### config.mk
export PLATFORM = sky130hd
export DESIGN_NAME = imem_arbiter
export DESIGN_NICKNAME = d
export VERILOG_FILES = /design/src/rtl/imem_arb_pkg.sv /design/src/rtl/imem_arbiter.sv
export SDC_FILE = /design/constraint.sdc
export NUM_CORES = 1
export LEC_CHECK = 0
export CORE_ASPECT_RATIO = 0.5
export CORE_MARGIN = 10
export CORE_UTILIZATION = 27
export CTS_BUF_LIST = sky130_fd_sc_hd__clkbuf_8
export CTS_CLUSTER_DIAMETER = 40
export CTS_CLUSTER_SIZE = 12
export DETAILED_ROUTE_END_ITERATION = 8
export PLACE_DENSITY = 0.77
export SLEW_MARGIN = 0
export SYNTH_ARGS = -nofsm -noshare
export SYNTH_HDL_FRONTEND = slang
export SYNTH_SLANG_ARGS = --single-unit
### constraint.sdc
create_clock -name clock -period 1.32 [get_ports clock]
set_input_delay 0.132 -clock clock [delete_from_list [all_inputs] [get_ports clock]]
set_output_delay 0.132 -clock clock [all_outputs]
set_load 0.05 [all_outputs]
### src/rtl/imem_arb_pkg.sv
// Shared definitions for the instruction-ROM read port and its arbiter.
// Also used by the fetch stage and the debug unit for address/data widths.
package imem_arb_pkg;

  localparam int IMEM_ADDR_W = 12;
  localparam int IMEM_DATA_W = 32;

  typedef enum logic [1:0] {
    OWN_NONE  = 2'd0,
    OWN_FETCH = 2'd1,
    OWN_DEBUG = 2'd2
  } owner_e;

  function automatic logic [15:0] sat_inc16(input logic [15:0] v);
    return (v == 16'hFFFF) ? v : v + 16'd1;
  endfunction

endpackage

### src/rtl/imem_arbiter.sv
// Two-port (fetch / debug) arbiter for the single read port of the instruction ROM.
// Optional grant/conflict statistics are enabled with `define IMEM_ARBITER_STATS_EN.
module imem_arbiter
  import imem_arb_pkg::*;
#(
  parameter int ADDR_W     = IMEM_ADDR_W,
  parameter int DATA_W     = IMEM_DATA_W,
  parameter int STARVE_MAX = 4
) (
  input  logic              clock,
  input  logic              reset_n,
  input  logic              f_req_valid,
  input  logic [ADDR_W-1:0] f_req_addr,
  output logic              f_req_ready,
  output logic              f_rsp_valid,
  output logic [DATA_W-1:0] f_rsp_data,
  input  logic              d_req_valid,
  input  logic [ADDR_W-1:0] d_req_addr,
  output logic              d_req_ready,
  output logic              d_rsp_valid,
  output logic [DATA_W-1:0] d_rsp_data,
  output logic [ADDR_W-1:0] mem_address,
  input  logic [DATA_W-1:0] mem_q,
`ifdef IMEM_ARBITER_STATS_EN
  input  logic              stat_clear,
  output logic [15:0]       stat_f_grants,
  output logic [15:0]       stat_d_grants,
  output logic [15:0]       stat_conflicts,
`endif
  output owner_e            dbg_owner_o,
  output logic [3:0]        dbg_starve_cnt_o
);

  localparam logic [3:0] STARVE_C = 4'(STARVE_MAX);

  owner_e            owner_q, owner_d;
  logic [ADDR_W-1:0] last_addr_q, last_addr_d;
  logic [3:0]        starve_q, starve_d;
  logic              grant_f, grant_d;

  // Handshake: a request transfers in a cycle where valid & ready are both high.
  // A refused requester keeps valid/addr stable; nothing is queued here. The
  // response appears exactly one cycle later and cannot be stalled.
  always_comb begin
    grant_f     = 1'b0;
    grant_d     = 1'b0;
    owner_d     = OWN_NONE;
    starve_d    = 4'd0;
    last_addr_d = last_addr_q;

    if (d_req_valid && (starve_q == STARVE_C)) begin
      grant_d = 1'b1;
    end else if (f_req_valid) begin
      grant_f = 1'b1;
    end else if (d_req_valid) begin
      grant_d = 1'b1;
    end

    if (grant_d) begin
      owner_d     = OWN_DEBUG;
      last_addr_d = d_req_addr;
    end else if (grant_f) begin
      owner_d     = OWN_FETCH;
      last_addr_d = f_req_addr;
    end

    if (d_req_valid && !grant_d) begin
      starve_d = (starve_q < STARVE_C) ? starve_q + 4'd1 : starve_q;
    end
  end

  // Idle cycles keep the ROM on the last address instead of re-addressing it.
  assign mem_address = last_addr_d;
  assign f_req_ready = grant_f;
  assign d_req_ready = grant_d;

  always_ff @(posedge clock or negedge reset_n) begin
    if (!reset_n) begin
      owner_q     <= OWN_NONE;
      last_addr_q <= '0;
      starve_q    <= 4'd0;
    end else begin
      owner_q     <= owner_d;
      last_addr_q <= last_addr_d;
      starve_q    <= starve_d;
    end
  end

  assign f_rsp_valid      = (owner_q == OWN_FETCH);
  assign d_rsp_valid      = (owner_q == OWN_DEBUG);
  assign f_rsp_data       = f_rsp_valid ? mem_q : '0;
  assign d_rsp_data       = d_rsp_valid ? mem_q : '0;
  assign dbg_owner_o      = owner_q;
  assign dbg_starve_cnt_o = starve_q;

`ifdef IMEM_ARBITER_STATS_EN
  logic [15:0] stat_f_q, stat_d_q, stat_c_q;

  always_ff @(posedge clock or negedge reset_n) begin
    if (!reset_n) begin
      stat_f_q <= 16'd0;
      stat_d_q <= 16'd0;
      stat_c_q <= 16'd0;
    end else if (stat_clear) begin
      stat_f_q <= 16'd0;
      stat_d_q <= 16'd0;
      stat_c_q <= 16'd0;
    end else begin
      if (grant_f) stat_f_q <= sat_inc16(stat_f_q);
      if (grant_d) stat_d_q <= sat_inc16(stat_d_q);
      if (f_req_valid && d_req_valid) stat_c_q <= sat_inc16(stat_c_q);
    end
  end

  assign stat_f_grants  = stat_f_q;
  assign stat_d_grants  = stat_d_q;
  assign stat_conflicts = stat_c_q;
`endif

endmodule

==> results.md <==
- The flow ran to the end, but the final reports show violations.
- The checks that failed: setup timing.
- The maximum buffer depth of the clock tree is 2.
- The average vias per placed instance is 4.38.
- In this run the number of H-tree levels came out at 1.
- The area of the mapped netlist is 1390 µm².
- The routed layout has 1666 vias.
- The clock insertion delay at the later pin of the skew report is 0.25 ns.
- For this run, the number of Yosys warnings is 0.
- The critical path class is reg -> out.
- TritonCTS built the clock tree.
- The maximum number of pins on one net before global-route repair is 21.
- The final-layout fill cell count is 226.
- The analysis attributes to cell leakage a power of 1.93 nW.
- For the final database, setup skew stands at 0.000493 ns.
- The count of hold-fix buffers inserted at cts is 0.
- Dividing the final minimum period by the clock period gives 138%.
- The starting utilization of the core area is 28.1%.
- The number of top-level pins is 146.
- Across the VDD grid, the largest voltage drop is 0.873 mV.
- The residual DRC count is 0.
- The total global routing track utilization is 15.5%.
- The pre-CTS setup slack is -0.545 ns.
- The required time at the worst-slack endpoint is 1.19 ns.
- The final wirelength is 7480 µm.
- The final net count is 373.
- For the pin with the worst max-slew slack, the measured transition is 0.349 ns.
- After the first detailed-routing iteration, the DRC count stood at 28.
- The worst slew margin relative to its limit is 76.7%.
- The post-route netlist has 74.8% of its cells at a drive strength greater than 1.
- Global routing used 32.7% of the available met2 tracks.
- When the netlist entered floorplanning its net count stood at 197.
- The combinational family with the most area after synthesis is simple AND/OR/NAND/NOR gates.
- In the final timing run, aggregate negative setup slack is -22.61 ns.
- The via count of the first global-routing pass came to 1873.
- The first global-routing pass estimated 10700 µm of wire.
- The height of the die is 70.8 µm.
- Dividing total power by cell area gives a power density of 642 nW/µm².
- The area inside the core boundary is 4950 µm².
- The multiplexer share of the synthesized area is 22.8%.
- The number of antenna diodes is 0.
- The global routing usage on met3 is 4.51%.
- Setup repair after global routing could not meet its margin everywhere.
- The synthesis-stage register bit count is 18.
- Routability-driven placement finished with a final weighted congestion of 0.722.
- A synthesized cell averages 10.3 µm².
- Synthesis instantiated 19 different standard cells from the library.
- The cell count after synthesis came out at 135.
- Global routing consumed, on the met1 layer, 14.4% of the routing resources.
- In this run the remaining antenna-violating nets after routing total 0.
- The post-placement cell area is 3890 µm².
- STA classifies the critical path startpoint as a flop.
- Of the synthesized area, sequential elements account for 32.3%.
- Across the run, the number of max-cap violations was 0.
- The xor and xnor area share after synthesis is 0.628%.
- The die is 122 µm wide.
- The number of antenna violations at the first check in global routing was 0.
- Clock-pin slew was measured on the worst setup and hold paths at 0.07 ns.
- The die covers 8610 µm².
- The final number of setup-violating endpoints is 96.
- The routed length per placed instance is 19.7 µm.
- The synthesized netlist devotes 1.80% of its cell area to adder and majority cells.
- The compound-cell area share of the yosys netlist is 0.359%.
- Counting tap cells, the placed design contains a total of 355 instances.
- The smallest setup slack after layout is -0.507 ns.
- The number of standard-cell rows in the floorplan is 18.
- Static timing analysis puts the maximum clock frequency at 547 MHz.
- The type of element capturing the critical path is a primary output.
- Cells fill 87.3% of the core in the end.
- For this run, the detailed router's first-pass iteration total came to 4.
- The final number of hold-violating endpoints was 0.
- The clock drives 18 sinks.
- Clock tree synthesis inserted a total of 3 buffers.
- The post-route non-filler standard cell count is 380.
- The global routing stage identified its most utilized layer as met2.
- The number of cell instances on the worst register-to-register path is 9.
- The total overflow left after global routing is 0.
- Clock tree synthesis selected as its root buffer the cell sky130_fd_sc_hd__clkbuf_8.
- Summing the areas of all and, or, nand and nor instances in the mapped netlist gives 36.2% of the synthesized area.
- Detailed placement ended at an HPWL of 5760 µm.
- The max-slew violation count was 0.
- The path class of the tightest hold or removal check is in -> async.
- The final non-filler cell area is 4320 µm².
- The routed design could run at a clock period as short as 1.83 ns.
- The biggest fanout along the worst timing path is 6.
- Data on the critical path arrives at its endpoint at 1.70 ns.
- The growth of design area from synthesis to finish is 210%.
- The number of buffer cells added on primary ports is 145.
## timing repair
action	4_1_cts	5_1_grt
gates cloned	1	2
gates resized for setup	38	16
pin swaps	7	5
endpoints found under the setup margin	88	97
buffers inserted	8	14
## worst paths after layout
kind	slack (ns)	start	to
setup / recovery	-0.51	dbg_starve_cnt_o[1]	mem_address[4]
hold / removal	0.23	reset_n	last_addr_q[0]
setup reg to reg	-0.26	dbg_starve_cnt_o[0]	dbg_starve_cnt_o[0]
hold reg to reg	0.63	last_addr_q[2]	last_addr_q[2]
max in group asynchronous	0.87	reset_n	dbg_starve_cnt_o[1]
min in group clock	0.51	f_req_addr[11]	last_addr_q[11]
## cells in the final DEF, fill, tap and decap left out
cell type,count
sky130_fd_sc_hd__nand2_8,1
sky130_fd_sc_hd__mux2_4,17
sky130_fd_sc_hd__buf_12,78
sky130_fd_sc_hd__inv_1,1
sky130_fd_sc_hd__a21oi_1,1
sky130_fd_sc_hd__dfrtp_2,5
sky130_fd_sc_hd__buf_6,24
sky130_fd_sc_hd__and2_4,65
sky130_fd_sc_hd__nor2_1,1
sky130_fd_sc_hd__dfrtp_1,13
sky130_fd_sc_hd__inv_2,3
sky130_fd_sc_hd__ha_1,1
sky130_fd_sc_hd__ha_4,1
sky130_fd_sc_hd__buf_4,14
sky130_fd_sc_hd__buf_8,2
sky130_fd_sc_hd__clkbuf_16,2
sky130_fd_sc_hd__nand4b_4,1
sky130_fd_sc_hd__inv_4,1
sky130_fd_sc_hd__xnor2_1,1
sky130_fd_sc_hd__and3_2,1
sky130_fd_sc_hd__clkbuf_8,4
sky130_fd_sc_hd__mux2i_1,1
sky130_fd_sc_hd__nand2_4,1
sky130_fd_sc_hd__mux2_2,7
sky130_fd_sc_hd__clkdlybuf4s50_1,59
sky130_fd_sc_hd__nor2b_4,2
sky130_fd_sc_hd__nor3b_2,3
## worst max-delay path, cell delays in order, from the launching register on
cell                       delay [ns]
sky130_fd_sc_hd__dfrtp_2         0.41
sky130_fd_sc_hd__inv_2           0.07
sky130_fd_sc_hd__ha_4            0.14
sky130_fd_sc_hd__nand4b_4        0.16
sky130_fd_sc_hd__nand2_4         0.18
sky130_fd_sc_hd__mux2_4          0.33
sky130_fd_sc_hd__buf_6           0.16
## sequential cells by signal (all words and copies together) (netlist names)
name / cells
dbg_owner_o: 2
last_addr_q: 12
dbg_starve_cnt_o: 4
## stage by stage
stage,power (mW),hold slack (ns)
CTS,2.70,0.248
global route,2.88,0.264
finish,2.78,0.234
detailed placement,2.16,0.516
floorplan,1.43,-0.164
global placement,2.13,0.479
## layer usage
layer  routed length (µm)  vias to the layer above
li1                     -                      785
met4                   88                        0
met5                    0                        -
met2                 4340                       62
met3                  481                        6
met1                 2570                      813
## logic make-up (layout without fill, tap and decap cells)
family | after synthesis | count (layout)
DFF | 18 | 18
adders and majority gates | 2 | 2
xor gates and xnor gates | 1 | 1
and+or+nand+nor | 74 | 75
muxes | 25 | 25
buffers and inverters | 14 | 188
AOI/OAI and AO/OA | 1 | 1
## where the power goes
| part | internal, mW | total, mW | switching (mW) |
|---|---|---|---|
| logic | 0.904 | 1.71 | 0.808 |
| registers | 0.597 | 0.613 | 0.0170 |
| clock network | 0.265 | 0.452 | 0.188 |
| total | 1.77 | 2.78 | 1.01 |
## cell type report
cell class                 count  area, µm²  area share, %
timing repair buffer         179       2610           60.3
multi-input combinational    104       1100           25.3
sequential                    18        457           10.6
tap                           70       87.6           2.03
clock buffer                   4       55.1           1.27
inverter                       5       21.3          0.492
## cell usage after synthesis
cell type	n	area share, %
sky130_fd_sc_hd__nor3b_2	3	2.7
sky130_fd_sc_hd__nor2b_1	2	0.90
sky130_fd_sc_hd__clkbuf_1	6	1.6
sky130_fd_sc_hd__mux2i_1	1	0.72
sky130_fd_sc_hd__a21oi_1	1	0.36
sky130_fd_sc_hd__mux2_2	14	11
sky130_fd_sc_hd__dfrtp_1	18	32
sky130_fd_sc_hd__and2_1	64	29
sky130_fd_sc_hd__nand4b_4	1	1.7
sky130_fd_sc_hd__mux2_4	10	11
sky130_fd_sc_hd__xnor2_1	1	0.63
sky130_fd_sc_hd__inv_1	5	1.3
sky130_fd_sc_hd__ha_1	2	1.8
sky130_fd_sc_hd__nor2_1	1	0.27
sky130_fd_sc_hd__and2_2	1	0.54
sky130_fd_sc_hd__nand2_4	1	0.81
sky130_fd_sc_hd__and3_2	1	0.54
sky130_fd_sc_hd__buf_6	1	0.81
sky130_fd_sc_hd__buf_8	2	2.2
Power figures use the tool's default switching activity.
